## src/rtl/uart_config_requester_pkg.sv

```systemverilog
// Shared UART configuration types and helpers, plus the requester FSM encoding
// and the configuration-sequence constants.
package uart_config_requester_pkg;

    typedef enum logic [1:0] {
        DW_5BIT = 2'b00,
        DW_6BIT = 2'b01,
        DW_7BIT = 2'b10,
        DW_8BIT = 2'b11
    } data_width_e;

    typedef enum logic [1:0] {
        EVEN      = 2'b00,
        ODD       = 2'b01,
        DISABLED1 = 2'b10,
        DISABLED2 = 2'b11
    } parity_mode_e;

    typedef enum logic [1:0] {
        SB_1BIT   = 2'b00,
        SB_2BIT   = 2'b01,
        RESERVED1 = 2'b10,
        RESERVED2 = 2'b11
    } stop_bits_e;

    typedef struct packed {
        data_width_e  data_width;
        parity_mode_e parity_mode;
        stop_bits_e   stop_bits;
    } uart_config_s;

    typedef enum logic [2:0] {
        IDLE     = 3'd0,
        SEND_SYN = 3'd1,
        SEND_DW  = 3'd2,
        SEND_PM  = 3'd3,
        SEND_SB  = 3'd4,
        SEND_END = 3'd5
    } requester_state_e;

    localparam uart_config_s STD_CONFIGURATION = '{DW_8BIT, EVEN, SB_1BIT};

    localparam logic [7:0]  SYN                  = 8'h16;
    localparam int unsigned SYN_NUMBER           = 3;
    localparam int unsigned CFG_SEQ_LENGTH       = SYN_NUMBER + 4;

    localparam logic [1:0]  END_CONFIGURATION_ID = 2'b00;
    localparam logic [1:0]  DATA_WIDTH_ID        = 2'b01;
    localparam logic [1:0]  PARITY_MODE_ID       = 2'b10;
    localparam logic [1:0]  STOP_BITS_ID         = 2'b11;

    function automatic logic [7:0] assemble_packet(input logic [1:0] option,
                                                   input logic [1:0] id);
        return {4'b0000, option, id};
    endfunction

    function automatic logic is_legal_config(input uart_config_s cfg);
        return !(cfg.stop_bits == RESERVED1 || cfg.stop_bits == RESERVED2);
    endfunction

endpackage

```

## src/rtl/uart_config_requester.sv

```systemverilog
// Initiator of the UART run-time configuration protocol: SYN preamble, three
// option packets and an end packet, then the new configuration is applied locally.
module uart_config_requester
    import uart_config_requester_pkg::*;
#(
    parameter int unsigned SYN_COUNT = SYN_NUMBER
) (
    input  logic       clk_i,
    input  logic       rst_i,
    input  logic       start_i,
    input  logic [5:0] req_config_i,
    output logic       tx_valid_o,
    input  logic       tx_ready_i,
    output logic [7:0] tx_data_o,
    input  logic       tx_done_i,
    output logic       busy_o,
    output logic       done_o,
    output logic       error_o,
    output logic [5:0] cur_config_o
);

    typedef enum logic {
        PH_OFFER = 1'b0,
        PH_WAIT  = 1'b1
    } phase_e;

    localparam logic [1:0] LAST_SYN = 2'(SYN_COUNT - 1);

    requester_state_e state;
    phase_e           phase;
    logic [1:0]       syn_cnt;
    uart_config_s     latched;
    uart_config_s     cur_config;
    uart_config_s     req_config;

    assign req_config   = uart_config_s'(req_config_i);
    assign cur_config_o = cur_config;

    always_ff @(posedge clk_i) begin
        if (rst_i) begin
            state      <= IDLE;
            phase      <= PH_OFFER;
            syn_cnt    <= '0;
            latched    <= STD_CONFIGURATION;
            cur_config <= STD_CONFIGURATION;
            tx_valid_o <= 1'b0;
            tx_data_o  <= '0;
            busy_o     <= 1'b0;
            done_o     <= 1'b0;
            error_o    <= 1'b0;
        end else begin
            done_o  <= 1'b0;
            error_o <= 1'b0;
            case (state)
                IDLE: begin
                    if (start_i) begin
                        latched <= req_config;
                        if (is_legal_config(req_config)) begin
                            state      <= SEND_SYN;
                            phase      <= PH_OFFER;
                            syn_cnt    <= '0;
                            busy_o     <= 1'b1;
                            tx_valid_o <= 1'b1;
                            tx_data_o  <= SYN;
                        end else begin
                            error_o <= 1'b1;
                        end
                    end
                end
                default: begin
                    // tx_done_i only counts in WAIT, so a done coincident with acceptance is dropped
                    if (phase == PH_OFFER) begin
                        if (tx_ready_i) begin
                            tx_valid_o <= 1'b0;
                            phase      <= PH_WAIT;
                        end
                    end else if (tx_done_i) begin
                        phase      <= PH_OFFER;
                        tx_valid_o <= 1'b1;
                        case (state)
                            SEND_SYN: begin
                                syn_cnt <= syn_cnt + 2'd1;
                                if (syn_cnt == LAST_SYN) begin
                                    state     <= SEND_DW;
                                    tx_data_o <= assemble_packet(latched.data_width, DATA_WIDTH_ID);
                                end else begin
                                    tx_data_o <= SYN;
                                end
                            end
                            SEND_DW: begin
                                state     <= SEND_PM;
                                tx_data_o <= assemble_packet(latched.parity_mode, PARITY_MODE_ID);
                            end
                            SEND_PM: begin
                                state     <= SEND_SB;
                                tx_data_o <= assemble_packet(latched.stop_bits, STOP_BITS_ID);
                            end
                            SEND_SB: begin
                                state     <= SEND_END;
                                tx_data_o <= assemble_packet(2'b00, END_CONFIGURATION_ID);
                            end
                            default: begin
                                state      <= IDLE;
                                tx_valid_o <= 1'b0;
                                busy_o     <= 1'b0;
                                done_o     <= 1'b1;
                                cur_config <= latched;
                            end
                        endcase
                    end
                end
            endcase
        end
    end

endmodule

```

## config.mk

```make
export PLATFORM = sky130hd
export DESIGN_NAME = uart_config_requester
export DESIGN_NICKNAME = d
export VERILOG_FILES = /design/src/rtl/uart_config_requester_pkg.sv /design/src/rtl/uart_config_requester.sv
export SDC_FILE = /design/constraint.sdc
export NUM_CORES = 1
export LEC_CHECK = 0
export ABC_CLOCK_PERIOD_IN_PS = 1800
export CORE_AREA = 2 2 50 62
export CTS_CLUSTER_DIAMETER = 50
export CTS_CLUSTER_SIZE = 12
export DETAILED_ROUTE_END_ITERATION = 8
export DIE_AREA = 0 0 52 64
export PLACE_DENSITY = 0.76
export SETUP_SLACK_MARGIN = 0.1
export SYNTH_ARGS = -nofsm -noshare
export SYNTH_HDL_FRONTEND = slang
export SYNTH_SLANG_ARGS = --single-unit
```

## constraint.sdc

```tcl
create_clock -name clk_i -period 1.8 [get_ports clk_i]
set_clock_uncertainty 0.1 [all_clocks]
set_input_delay 0.18 -clock clk_i [delete_from_list [all_inputs] [get_ports clk_i]]
set_output_delay 0.18 -clock clk_i [all_outputs]
set_load 0.05 [all_outputs]
```

# Word-level counts from Yosys, hierarchy flattened
# Index checks and enable logic that the tools add are counted.
# totals
register_bits,30
latchBits,0
ram_bits,0
romBits,0
output_inout_bits,18
memories,0
# classes
n_addsub,1
multipliers,0
div,0
n_lt_le_gt_ge,0
n_eq_ne,12
n_shift,0
muxes,39
n_bitwise,5
reduce_logical,18
# ops
operator,n
two-way mux 8 bit,5
case mux 8 bit (4 select lines),1
AND reduction 5 bit,4
two-way mux 1 bit,19
two-way mux 3 bit,6
two-way mux 2 bit,6
case mux 3 bit (4 select lines),1
AND reduction 4 bit,2
OR reduction 4 bit,2
== test 2 bit (second input constant),3
== test 3 x 2 -> 1 bit (second input constant),2
inequality test 3 x 2 -> 1 bit (second input constant),2
nonzero test 2 bit,3
two-way mux 5 bit,1
inverter 1 bit,5
nonzero test 5 bit,1
inequality test 2 bit (second input constant),2
AND reduction 2 bit,2
== test 3 x 1 -> 1 bit (second input constant),1
== test 3 bit (second input constant),1
zero test 3 bit,1
nonzero test 3 bit,1
OR reduction 3 bit,1
adder 2 x 1 -> 2 bit (second input constant),1
2 further kinds,2

# Logic depth before layout (Yosys ltp)
# Gate-level depths: netlist (run 1).
# depth
word_depth,6
depth_mapped,6
depth_no_buf,6

# Least setup slack after synthesis (run 1)
# OpenSTA, ideal clock, no wires.
# synth_timing
path_type,reg-to-reg
startpoint,reg state[1]
endpoint,reg tx_data_o[3]
setup_ns,0.116
t_arrival_ns,1.387
setup_slack_ns,0.197
stages_incl_launch_ff,7
path_buffers,2
synth_period_minus_slack_ns,1.603
path_cell_list,dfxtp_1 buf_6 o211a_1 buf_6 o21a_4 or3_1 o211a_1
# synth_via
elab_chain_len,5
# synth_lines
element,line,text
from (decl),uart_config_requester.sv:29,requester_state_e state;
from (signal assigned),uart_config_requester.sv:41,state <= IDLE;
from (signal assigned),uart_config_requester.sv:59,state <= SEND_SYN;
from (signal assigned),uart_config_requester.sv:84,state <= SEND_DW;
"== test 3 bit, or another cell as far along",uart_config_requester.sv:80,case (state)
case mux 8 bit (4 select lines),uart_config_requester.sv:80,
two-way mux 8 bit,uart_config_requester.sv:77,end else if (tx_done_i) begin
two-way mux 8 bit,uart_config_requester.sv:72,if (phase == PH_OFFER) begin
two-way mux 8 bit,uart_config_requester.sv:54,case (state)
to (signal assigned),uart_config_requester.sv:85,"tx_data_o <= assemble_packet(latched.data_width, DATA_WIDTH_ID);"
to (signal assigned),uart_config_requester.sv:92,"tx_data_o <= assemble_packet(latched.parity_mode, PARITY_MODE_ID);"
to (signal assigned),uart_config_requester.sv:96,"tx_data_o <= assemble_packet(latched.stop_bits, STOP_BITS_ID);"
to (decl),uart_config_requester.sv:14,"output logic [7:0] tx_data_o,"
# Several ways; a longest one is shown, not always the timed one. The select of a mux whose other input is x is not followed.
# A chain may end at the register's enable or synchronous reset.

# Worst setup path after layout (run 1)
# layout_timing
startpoint,reg state[2]
endpoint,reg tx_data_o[3]
# Same word-level chain as after synthesis.

==> impl_metrics.xml, run 1 <==
<?xml version="1.0" encoding="UTF-8"?>
<metrics>
  <group name="yosys">
    <metric name="number_of_enable_flip_flop_cells_after_synthesis" unit="">0</metric>
    <metric name="yosysSeqAreaShare" unit="%">41.86</metric>
    <metric name="synth.lib_cells_used.distinct" unit="">40</metric>
    <metric name="synthesized_instance_count" unit="">160</metric>
    <metric name="syn_avg_cell_area" unit="um^2">8.070</metric>
    <metric name="mappedNetlistArea" unit="um^2">1291</metric>
    <metric name="synth_warnings" unit="">0</metric>
    <metric name="async_flop_share" unit="%">0</metric>
    <metric name="synthFlopType" unit="">sky130_fd_sc_hd__dfxtp_1</metric>
    <metric name="synth-seq-cells" unit="">27</metric>
  </group>
  <group name="clock_tree">
    <metric name="numClockSinks" unit="">27</metric>
    <metric name="clk_pin_slew" unit="ps">140</metric>
    <metric name="post-cts-setup-buffer-count" unit="">0</metric>
    <metric name="cts_buffer_depth" unit="">2</metric>
    <metric name="post_cts_hold_buffer_count" unit="">0</metric>
    <metric name="tritoncts_clock_tree" unit="">done</metric>
    <metric name="insertion_delay" unit="ps">320</metric>
    <metric name="cts-buffers-inserted" unit="">3</metric>
    <metric name="ctsHtreeMaxLevel" unit="">1</metric>
    <metric name="cts.root.buffer_cell" unit="">sky130_fd_sc_hd__clkbuf_4</metric>
  </group>
  <group name="grt">
    <metric name="grt.total_usage" unit="%">18.60</metric>
    <metric name="grt_max_degree" unit="">20</metric>
    <metric name="grt_pass1_wl" unit="um">4885</metric>
    <metric name="vias_in_the_first_global_route" unit="">1179</metric>
    <metric name="grt_antenna_before_repair" unit="">0</metric>
    <metric name="grt_overflow" unit="">0</metric>
  </group>
  <group name="floorplan">
    <metric name="die_area" unit="um^2">3328</metric>
    <metric name="number_of_core_rows" unit="">21</metric>
    <metric name="top_level_ports" unit="">29</metric>
    <metric name="initial_utilization" unit="%">47.71</metric>
    <metric name="floorplan.core_area" unit="um^2">2706</metric>
    <metric name="die_y" unit="um">64</metric>
    <metric name="fp.dieW" unit="um">52</metric>
  </group>
  <group name="sta">
    <metric name="achievable_freq" unit="MHz">611.6</metric>
    <metric name="period_share" unit="%">90.83</metric>
    <metric name="finalHoldViolCount" unit="">0</metric>
    <metric name="timing_max_transition_violations_final" unit="">0</metric>
    <metric name="rsz0062_at_grt" unit="">false</metric>
    <metric name="timing.final.crit_period" unit="ps">1635</metric>
    <metric name="setup-tns-final" unit="ps">0</metric>
    <metric name="final_report_setup_violation_count" unit="">0</metric>
  </group>
  <group name="worst_hold_path">
    <metric name="min_delay_worst_endpoint" unit="">latched[0]</metric>
    <metric name="cell_count_of_the_worst_hold_path" unit="">3</metric>
    <metric name="hold_start" unit="">req_config_i[0]</metric>
    <metric name="timing.hold.worst.class" unit="">primary input to flip-flop</metric>
  </group>
  <group name="cells_and_area">
    <metric name="final_cell_mix" unit="">sky130_fd_sc_hd__nand2_1 (25), sky130_fd_sc_hd__dfxtp_1 (24), sky130_fd_sc_hd__a21oi_1 (16), sky130_fd_sc_hd__buf_4 (14)</metric>
    <metric name="drive_above_1_share" unit="%">13.23</metric>
    <metric name="syn_to_final_growth" unit="%">24.90</metric>
    <metric name="finalNetCount" unit="">202</metric>
    <metric name="most_common_cell_after_layout_fill_and_taps_aside" unit="">sky130_fd_sc_hd__nand2_1</metric>
    <metric name="post_route_core_utilization" unit="%">59.59</metric>
    <metric name="diodes" unit="">0</metric>
  </group>
  <group name="outcome">
    <metric name="status" unit="">finished, final reports clean</metric>
  </group>
  <group name="power">
    <metric name="peak_supply_drop" unit="uV">349.1</metric>
    <metric name="p_leak" unit="nW">0.6904</metric>
    <metric name="power_density" unit="nW/um^2">675.9</metric>
  </group>
  <group name="route">
    <metric name="dr_total_vias" unit="">1211</metric>
    <metric name="detail-route-antenna-nets" unit="">0</metric>
    <metric name="wl_per_cell" unit="um">12.60</metric>
    <metric name="firstDrtPassIters" unit="">4</metric>
    <metric name="route.final.wire_length" unit="um">2809</metric>
    <metric name="post_drt_via_cell_ratio" unit="">5.430</metric>
    <metric name="drc" unit="">0</metric>
    <metric name="drt_first_iter_violations" unit="">25</metric>
  </group>
  <group name="worst_setup_path">
    <metric name="rrSetupSlack" unit="ps">160</metric>
    <metric name="path_class" unit="">flip-flop to flip-flop</metric>
    <metric name="timing.rr.start" unit="">state[2]</metric>
    <metric name="arrival" unit="ps">1800</metric>
    <metric name="timing.critical_path.to_type" unit="">flip-flop</metric>
    <metric name="cp_slowest_stage_delay" unit="ps">480</metric>
    <metric name="critical_path_peak_fanout" unit="">11</metric>
    <metric name="setup.worst_path.start_class" unit="">flip-flop</metric>
    <metric name="required" unit="ps">1970</metric>
    <metric name="rr_endpoint" unit="">tx_data_o[3]</metric>
    <metric name="worst-r2r-cell-count" unit="">5</metric>
    <metric name="cp_cell_sequence" unit="">inv_1 &gt; nor4_2 &gt; buf_4 &gt; or3_1 &gt; o211a_1</metric>
    <metric name="critical_path.slowest_cell" unit="">sky130_fd_sc_hd__dfxtp_2</metric>
  </group>
  <group name="run">
    <metric name="cap_violations" unit="">0</metric>
  </group>
  <group name="placed_design">
    <metric name="dp_hpwl" unit="um">2144</metric>
    <metric name="place_congestion" unit="">0.8821</metric>
    <metric name="io_buffer_count" unit="">25</metric>
  </group>
</metrics>
-- worst max path at each step --
| stage | start | to | slack (ps) | cells past startpoint |
|---|---|---|---|---|
| 2_1_floorplan | state[1] | tx_data_o[3] | 200 | 6 |
| 3_3_place_gp | req_config_i[1] | tx_data_o[1] | 20 | 6 |
| 3_5_place_dp | tx_done_i | tx_data_o[3] | -70 | 6 |
| 4_1_cts | state[0] | tx_data_o[3] | 60 | 5 |
| 5_1_grt | syn_cnt[0] | tx_data_o[2] | 100 | 6 |
| 6_report | state[2] | tx_data_o[3] | 160 | 5 |
-- layout make-up --
type | count | area (um^2)
fill | 266 | 1094
multi-input combinational | 116 | 665.6
sequential | 27 | 544.3
timing repair buffer | 36 | 310.3
tap | 34 | 42.54
clock buffer | 3 | 22.52
inverter | 6 | 22.52
clock inverter | 1 | 5.005
-- repair_timing --
item / CTS / global route
gates resized for setup: 13 / 4
setup endpoints to repair: 17 / 12
cloned: 0 / 0
-- stage by stage --
stage | hold WS (ps) | power (mW) | setup slack, ps | area [um^2] | std cells
after floorplan | 203.6 | 0.7832 | 197.0 | 1299 | 162
after global placement | 341.7 | 0.8486 | 19.62 | 1588 | 219
after detailed placement | 347.3 | 0.8540 | -70.17 | 1588 | 219
after CTS | 293.9 | 1.097 | 57.28 | 1602 | 223
after global routing | 305.1 | 1.143 | 102.9 | 1613 | 223
final | 291.3 | 1.090 | 165.0 | 1613 | 223
-- cell usage after synthesis (3+ instances only) --
cell type | n | area [um^2]
sky130_fd_sc_hd__o31ai_1 | 3 | 22.52
sky130_fd_sc_hd__dfxtp_1 | 27 | 540.5
sky130_fd_sc_hd__buf_4 | 3 | 22.52
sky130_fd_sc_hd__o21ai_0 | 6 | 30.03
sky130_fd_sc_hd__a21oi_1 | 16 | 80.08
sky130_fd_sc_hd__nor2_1 | 11 | 41.29
sky130_fd_sc_hd__inv_1 | 6 | 22.52
sky130_fd_sc_hd__nor2b_1 | 3 | 18.77
sky130_fd_sc_hd__clkbuf_1 | 4 | 15.01
sky130_fd_sc_hd__nand3_1 | 12 | 60.06
sky130_fd_sc_hd__buf_2 | 3 | 15.01
sky130_fd_sc_hd__nand2_1 | 25 | 93.84
sky130_fd_sc_hd__a211oi_1 | 6 | 45.04
-- power by group --
group	switching, mW	internal, mW	total [mW]	leakage, nW
clock network	0.170	0.0832	0.253	0.0177
registers	0.0202	0.622	0.642	0.222
logic	0.118	0.0775	0.195	0.451
-- routing by layer --
metal	GRT usage (%)	wire, um	vias to the layer above
met5	0	0	-
met4	6.579	25	0
met3	2.103	125	4
met2	33.39	1460	28
met1	22.08	1198	563
li1	-	-	616
-- flip-flops by register name, indices dropped and copies added, names as in the netlist, 2 cells and up --
signal        cells
tx_data_o         5
state             3
syn_cnt           2
cur_config_o      6
latched           6
-- cells by family (layout without fill, tap and decap cells) --
family,count (synthesis),in the layout,share of synthesized area [%]
simple gates,65,65,24.13
buf+inv,19,46,7.848
other cells,1,3,0.2904
fa+ha+maj,1,1,0.9688
compound gates,45,45,23.35
flops,27,27,41.86
mux,2,2,1.550
-- worst max-delay path, delay by kind of cell, from the launching register on --
kind                   cells  cell delay (ps)
buffers and inverters      2              390
DFF                        1              480
and+or+nand+nor            2              460
AOI/OAI and AO/OA          1              150
Power figures use the tool's default switching activity.
==> run 2, diff against run 1 <==
- TNS_END_PERCENT: not set -> 5
==> run 2 against run 1 <==
Sequential power about the same. Utilization rose by 1.5 points. Die area unchanged. Hold slack better by 1.1 ps. Combinational power hardly changed. Worst setup slack improved by 6.5 ps. Wire length down 0.61%. Cell area is 2.6% higher. Critical path depth stayed put. Global-route usage is the same. Clock-buffer cell count unchanged. Clock power hardly changed. Largest cell class unchanged. Highest routed layer unchanged.
==> impl_metrics.xml, run 2 (synthesized netlist as in run 1, its figures left out) <==
<?xml version="1.0" encoding="UTF-8"?>
<metrics>
  <group name="outcome">
    <metric name="status" unit="">finished, final reports clean</metric>
  </group>
  <group name="floorplan">
    <metric name="initial_utilization" unit="%">47.71</metric>
    <metric name="die_y" unit="um">64</metric>
    <metric name="floorplan.core_area" unit="um^2">2706</metric>
    <metric name="top_level_ports" unit="">29</metric>
    <metric name="fp.dieW" unit="um">52</metric>
    <metric name="number_of_core_rows" unit="">21</metric>
    <metric name="die_area" unit="um^2">3328</metric>
  </group>
  <group name="sta">
    <metric name="achievable_freq" unit="MHz">614.1</metric>
    <metric name="timing.slew.headroom" unit="%">66.53</metric>
    <metric name="timing.final.crit_period" unit="ps">1628</metric>
    <metric name="final_report_setup_violation_count" unit="">0</metric>
    <metric name="worst_setup_slack_final" unit="ps">171.5</metric>
    <metric name="rsz0062_at_grt" unit="">false</metric>
    <metric name="timing_max_transition_violations_final" unit="">0</metric>
    <metric name="finalHoldViolCount" unit="">0</metric>
    <metric name="worst-slew-pin-transition" unit="ps">501.2</metric>
    <metric name="period_share" unit="%">90.47</metric>
  </group>
  <group name="cells_and_area">
    <metric name="most_common_cell_after_layout_fill_and_taps_aside" unit="">sky130_fd_sc_hd__nand2_1</metric>
    <metric name="finalNetCount" unit="">202</metric>
    <metric name="final_cell_mix" unit="">sky130_fd_sc_hd__nand2_1 (25), sky130_fd_sc_hd__dfxtp_1 (24), sky130_fd_sc_hd__a21oi_1 (16), sky130_fd_sc_hd__buf_4 (14), sky130_fd_sc_hd__nand3_1 (12)</metric>
    <metric name="final_cell_count_no_fill" unit="">223</metric>
    <metric name="final.fill_count" unit="">253</metric>
    <metric name="post_route_core_utilization" unit="%">61.12</metric>
    <metric name="drive_above_1_share" unit="%">13.23</metric>
    <metric name="diodes" unit="">0</metric>
    <metric name="multiInputGateArea" unit="um^2">665.6</metric>
    <metric name="layout.area.seq" unit="um^2">544.3</metric>
    <metric name="syn_to_final_growth" unit="%">28.10</metric>
  </group>
  <group name="route">
    <metric name="dr_total_vias" unit="">1217</metric>
    <metric name="post_drt_via_cell_ratio" unit="">5.457</metric>
    <metric name="drc" unit="">0</metric>
    <metric name="drt_first_iter_violations" unit="">36</metric>
    <metric name="route.final.wire_length" unit="um">2792</metric>
    <metric name="detail-route-antenna-nets" unit="">0</metric>
    <metric name="wl_per_cell" unit="um">12.52</metric>
    <metric name="firstDrtPassIters" unit="">4</metric>
  </group>
  <group name="worst_setup_path">
    <metric name="path_class" unit="">flip-flop to flip-flop</metric>
    <metric name="critical_path_peak_fanout" unit="">11</metric>
    <metric name="timing.rr.start" unit="">state[2]</metric>
    <metric name="setup.worst_path.start_class" unit="">flip-flop</metric>
    <metric name="required" unit="ps">1970</metric>
    <metric name="timing.critical_path.to_type" unit="">flip-flop</metric>
    <metric name="worst_setup_path_startpoint" unit="">state[2]</metric>
    <metric name="arrival" unit="ps">1790</metric>
  </group>
  <group name="grt">
    <metric name="vias_in_the_first_global_route" unit="">1179</metric>
    <metric name="grt_max_degree" unit="">20</metric>
    <metric name="grt_pass1_wl" unit="um">4885</metric>
    <metric name="grt_overflow" unit="">0</metric>
    <metric name="grt_antenna_before_repair" unit="">0</metric>
    <metric name="grt.total_usage" unit="%">18.60</metric>
  </group>
  <group name="clock_tree">
    <metric name="clk_pin_slew" unit="ps">140</metric>
    <metric name="numClockSinks" unit="">27</metric>
    <metric name="insertion_delay" unit="ps">320</metric>
    <metric name="post_cts_hold_buffer_count" unit="">0</metric>
    <metric name="cts_buffer_depth" unit="">2</metric>
    <metric name="ctsHtreeMaxLevel" unit="">1</metric>
    <metric name="cts-buffers-inserted" unit="">3</metric>
    <metric name="cts.root.buffer_cell" unit="">sky130_fd_sc_hd__clkbuf_4</metric>
    <metric name="tritoncts_clock_tree" unit="">done</metric>
    <metric name="post-cts-setup-buffer-count" unit="">0</metric>
  </group>
  <group name="placed_design">
    <metric name="dp_slack" unit="ps">-70.17</metric>
    <metric name="place_congestion" unit="">0.8821</metric>
    <metric name="dp_hpwl" unit="um">2144</metric>
    <metric name="dp_cells" unit="">219</metric>
    <metric name="io_buffer_count" unit="">25</metric>
  </group>
  <group name="power">
    <metric name="power_density" unit="nW/um^2">659.9</metric>
    <metric name="report.power.total" unit="mW">1.092</metric>
    <metric name="peak_supply_drop" unit="uV">349.4</metric>
    <metric name="p_leak" unit="nW">0.8141</metric>
  </group>
  <group name="worst_hold_path">
    <metric name="timing.hold.worst.class" unit="">primary input to flip-flop</metric>
    <metric name="hold_start" unit="">req_config_i[0]</metric>
  </group>
  <group name="run">
    <metric name="cap_violations" unit="">0</metric>
  </group>
</metrics>
## run 2: cell types whose count changed in the layout (fill, tap and decap cells not counted), sizes merged
| cell | before | now |
|---|---|---|
| dlygate4sd2 | 12 | 1 |
| dlymetal6s2s | 0 | 11 |
## run 2: per-layer routing
layer | vias up | track usage (%) | routed length (um)
met4 | 0 | 6.579 | 25
met3 | 4 | 2.103 | 140
li1 | 615 | - | -
met5 | - | 0 | 0
met1 | 564 | 22.08 | 1166
met2 | 34 | 33.39 | 1460
## run 2: path summary, 6_finish.rpt
| kind | end | slack, ps | cells after the start |
|---|---|---|---|
| min | latched[0] | 290 | 3 |
| max | tx_data_o[3] | 170 | 5 |
| max reg2reg | tx_data_o[3] | 170 | 5 |
| min reg2reg | cur_config_o[1] | 360 | 2 |
## run 2: report_power, final
part / leakage, nW / internal, mW / switching, mW
Combinational: 0.575 / 0.0799 / 0.118
Sequential: 0.222 / 0.622 / 0.0201
Clock: 0.0177 / 0.0832 / 0.169
Total: 0.814 / 0.785 / 0.307
## run 2: cell type report
cell class              instances  share of cell area [%]
clock buffers                   3                   1.362
clock inverters                 1                  0.3026
inverters                       6                   1.362
multi-input cells             116                   40.24
flip-flops and latches         27                   32.90
well taps                      34                   2.572
repair buffers                 36                   21.26
## run 2: worst max-delay path: stages (launching register included)
cell and delay [ps]:
sky130_fd_sc_hd__dfxtp_2 480, sky130_fd_sc_hd__inv_1 190, sky130_fd_sc_hd__nor4_2 350, sky130_fd_sc_hd__buf_4 200
sky130_fd_sc_hd__or3_1 110, sky130_fd_sc_hd__o211a_1 150
## run 2: timing repair
| action | 4_1_cts | 5_1_grt |
|---|---|---|
| pin swaps | 0 | 0 |
| endpoints found under the setup margin | 17 | 23 |
| gates resized for setup | 2 | 15 |
## run 2: metrics by stage
step | TNS, ps | instance area, um^2 | hold WS, ps
after floorplan | 0 | 1299 | 203.6
after global placement | 0 | 1588 | 341.7
after detailed placement | -133.7 | 1588 | 347.3
after CTS | 0 | 1615 | 293.9
after global routing | 0 | 1654 | 305.1
final | 0 | 1654 | 292.4
==> run 3, diff against run 2 <==
- PLACE_DENSITY: 0.76 -> 0.88
==> run 3 against run 2 <==
Sequential power about the same. Flip-flop and latch count is the same. Register-to-register slack better by 50 ps. Clock-buffer cell count stayed put. Hold slack got worse by 27 ps. Cell area down 1.7%. Final cell count increased by 0.90%. Utilization is 1.0 points lower.
==> impl_metrics.xml, run 3 (synthesized netlist as in run 1, its figures left out) <==
<?xml version="1.0" encoding="UTF-8"?>
<metrics>
  <group name="outcome">
    <metric name="status" unit="">finished, final reports clean</metric>
  </group>
  <group name="floorplan">
    <metric name="fp.dieW" unit="um">52</metric>
    <metric name="top_level_ports" unit="">29</metric>
    <metric name="number_of_core_rows" unit="">21</metric>
    <metric name="floorplan.core_area" unit="um^2">2706</metric>
    <metric name="initial_utilization" unit="%">47.71</metric>
    <metric name="die_y" unit="um">64</metric>
    <metric name="die_area" unit="um^2">3328</metric>
  </group>
  <group name="clock_tree">
    <metric name="ctsHtreeMaxLevel" unit="">1</metric>
    <metric name="post-cts-setup-buffer-count" unit="">0</metric>
    <metric name="cts.root.buffer_cell" unit="">sky130_fd_sc_hd__clkbuf_4</metric>
    <metric name="cts-buffers-inserted" unit="">3</metric>
    <metric name="cts_buffer_depth" unit="">2</metric>
    <metric name="tritoncts_clock_tree" unit="">done</metric>
    <metric name="insertion_delay" unit="ps">340</metric>
    <metric name="clk_pin_slew" unit="ps">150</metric>
    <metric name="post_cts_hold_buffer_count" unit="">0</metric>
    <metric name="numClockSinks" unit="">27</metric>
  </group>
  <group name="route">
    <metric name="wl_per_cell" unit="um">13.61</metric>
    <metric name="firstDrtPassIters" unit="">4</metric>
    <metric name="detail-route-antenna-nets" unit="">0</metric>
    <metric name="drc" unit="">0</metric>
    <metric name="drt_first_iter_violations" unit="">66</metric>
    <metric name="post_drt_via_cell_ratio" unit="">5.604</metric>
    <metric name="dr_total_vias" unit="">1261</metric>
    <metric name="route.final.wire_length" unit="um">3062</metric>
  </group>
  <group name="worst_setup_path">
    <metric name="worst_setup_path_startpoint" unit="">state[2]</metric>
    <metric name="timing.critical_path.to_type" unit="">flip-flop</metric>
    <metric name="worst-r2r-cell-count" unit="">5</metric>
    <metric name="critical_path_peak_fanout" unit="">10</metric>
    <metric name="timing.critical_path.depth" unit="">5</metric>
    <metric name="rr_endpoint" unit="">tx_data_o[3]</metric>
    <metric name="required" unit="ps">2010</metric>
    <metric name="arrival" unit="ps">1790</metric>
    <metric name="rrSetupSlack" unit="ps">220</metric>
    <metric name="cp_cell_sequence" unit="">inv_1 &gt; nor4_1 &gt; buf_4 &gt; or3_1 &gt; o211a_1</metric>
    <metric name="path_class" unit="">flip-flop to flip-flop</metric>
    <metric name="crit_buf_inv" unit="">2</metric>
    <metric name="setup.worst_path.start_class" unit="">flip-flop</metric>
    <metric name="timing.critical_path.max_delay_family" unit="">simple AND/OR/NAND/NOR gates</metric>
    <metric name="crit_end" unit="">tx_data_o[3]</metric>
    <metric name="critical_path.slowest_cell" unit="">sky130_fd_sc_hd__dfxtp_2</metric>
    <metric name="timing.rr.start" unit="">state[2]</metric>
    <metric name="cp_slowest_stage_delay" unit="ps">460</metric>
  </group>
  <group name="worst_hold_path">
    <metric name="timing.hold.worst.class" unit="">primary input to flip-flop</metric>
    <metric name="cell_count_of_the_worst_hold_path" unit="">3</metric>
  </group>
  <group name="cells_and_area">
    <metric name="multiInputGateArea" unit="um^2">661.9</metric>
    <metric name="final_cell_mix" unit="">sky130_fd_sc_hd__nand2_1 (25), sky130_fd_sc_hd__dfxtp_1 (24), sky130_fd_sc_hd__a21oi_1 (16), sky130_fd_sc_hd__buf_4 (16)</metric>
    <metric name="most_common_cell_after_layout_fill_and_taps_aside" unit="">sky130_fd_sc_hd__nand2_1</metric>
    <metric name="final.fill_count" unit="">236</metric>
    <metric name="finalNetCount" unit="">204</metric>
    <metric name="drive_above_1_share" unit="%">13.61</metric>
    <metric name="final_cell_count_no_fill" unit="">225</metric>
    <metric name="layout.area.seq" unit="um^2">544.3</metric>
    <metric name="syn_to_final_growth" unit="%">25.97</metric>
    <metric name="diodes" unit="">0</metric>
  </group>
  <group name="sta">
    <metric name="period_share" unit="%">87.86</metric>
    <metric name="achievable_freq" unit="MHz">632.3</metric>
    <metric name="rsz0062_at_grt" unit="">true</metric>
    <metric name="timing_max_transition_violations_final" unit="">0</metric>
    <metric name="setup-tns-final" unit="ps">0</metric>
    <metric name="timing.final.crit_period" unit="ps">1582</metric>
    <metric name="finalHoldViolCount" unit="">0</metric>
    <metric name="final_report_setup_violation_count" unit="">0</metric>
  </group>
  <group name="power">
    <metric name="p_leak" unit="nW">0.6972</metric>
    <metric name="power_density" unit="nW/um^2">690.3</metric>
    <metric name="report.power.total" unit="mW">1.123</metric>
    <metric name="peak_supply_drop" unit="uV">418.8</metric>
  </group>
  <group name="grt">
    <metric name="grt_pass1_wl" unit="um">5313</metric>
    <metric name="grt_antenna_before_repair" unit="">0</metric>
    <metric name="grt_overflow" unit="">0</metric>
    <metric name="vias_in_the_first_global_route" unit="">1247</metric>
    <metric name="grt.total_usage" unit="%">20.83</metric>
    <metric name="grt_max_degree" unit="">20</metric>
  </group>
  <group name="placed_design">
    <metric name="dp_cells" unit="">221</metric>
    <metric name="place_congestion" unit="">0.8901</metric>
    <metric name="dp_hpwl" unit="um">2278</metric>
    <metric name="io_buffer_count" unit="">25</metric>
  </group>
  <group name="run">
    <metric name="cap_violations" unit="">0</metric>
  </group>
</metrics>
## run 3: changes by cell type in the layout (fill, tap and decap cells not counted), sizes merged
cell          change
dlygate4sd2      +11
dlymetal6s2s     -11
buf               +2
clkinv            -1
clkinvlp          +1
## run 3: per-layer routing
layer  share of wire, %  up-vias  GRT usage [%]
met4                3.3        0          12.17
met2                 48       57          34.34
met1                 42      567          24.26
li1                   -      624              -
met3                5.8       13          4.206
met5                  0        -              0
## run 3: layout make-up
type	count	share of cell area, %
inverters	6	1.385
multi-input cells	116	40.69
clock inverters	1	0.4615
well taps	34	2.615
repair buffers	38	20.00
flip-flops and latches	27	33.46
clock buffers	3	1.385
## run 3: how the worst min path moves through the flow
stage / slack (ps) / endpoint / start
5_1_grt: 260 / latched[0] / req_config_i[0]
2_1_floorplan: 200 / latched[4] / req_config_i[4]
4_1_cts: 270 / latched[0] / req_config_i[0]
3_5_place_dp: 350 / cur_config_o[1] / cur_config_o[1]
3_3_place_gp: 350 / cur_config_o[3] / cur_config_o[3]
6_report: 270 / latched[0] / req_config_i[0]
## run 3: worst reg2reg max path, stage by stage, from the launching register on
cell and delay, ps:
sky130_fd_sc_hd__dfxtp_2 460, sky130_fd_sc_hd__inv_1 170, sky130_fd_sc_hd__nor4_1 370, sky130_fd_sc_hd__buf_4 200
sky130_fd_sc_hd__or3_1 110, sky130_fd_sc_hd__o211a_1 140
## run 3: what timing repair did
| item | in CTS | in global routing |
|---|---|---|
| endpoints found under the setup margin | 14 | 5 |
| hold endpoints to repair | 0 | 0 |
| gates resized for setup | 13 | 3 |
| pin swaps | 0 | 0 |
## run 3: metrics by stage
stage               setup slack [ps]  utilization (%)  hold WS (ps)  cell area [um^2]
floorplan                      197.0                -         203.6              1299
global placement               39.33            59.22         345.2              1603
detailed placement            -36.54            59.22         349.2              1603
CTS                            114.4            59.82         269.6              1619
global route                   56.51            60.10         264.9              1627
finish                         218.5            60.10         265.3              1627
## run 3: power breakdown
part           switching [mW]  total, mW  internal (mW)
clock network           0.193      0.279         0.0858
logic                   0.121      0.201         0.0805
registers              0.0204      0.642          0.622
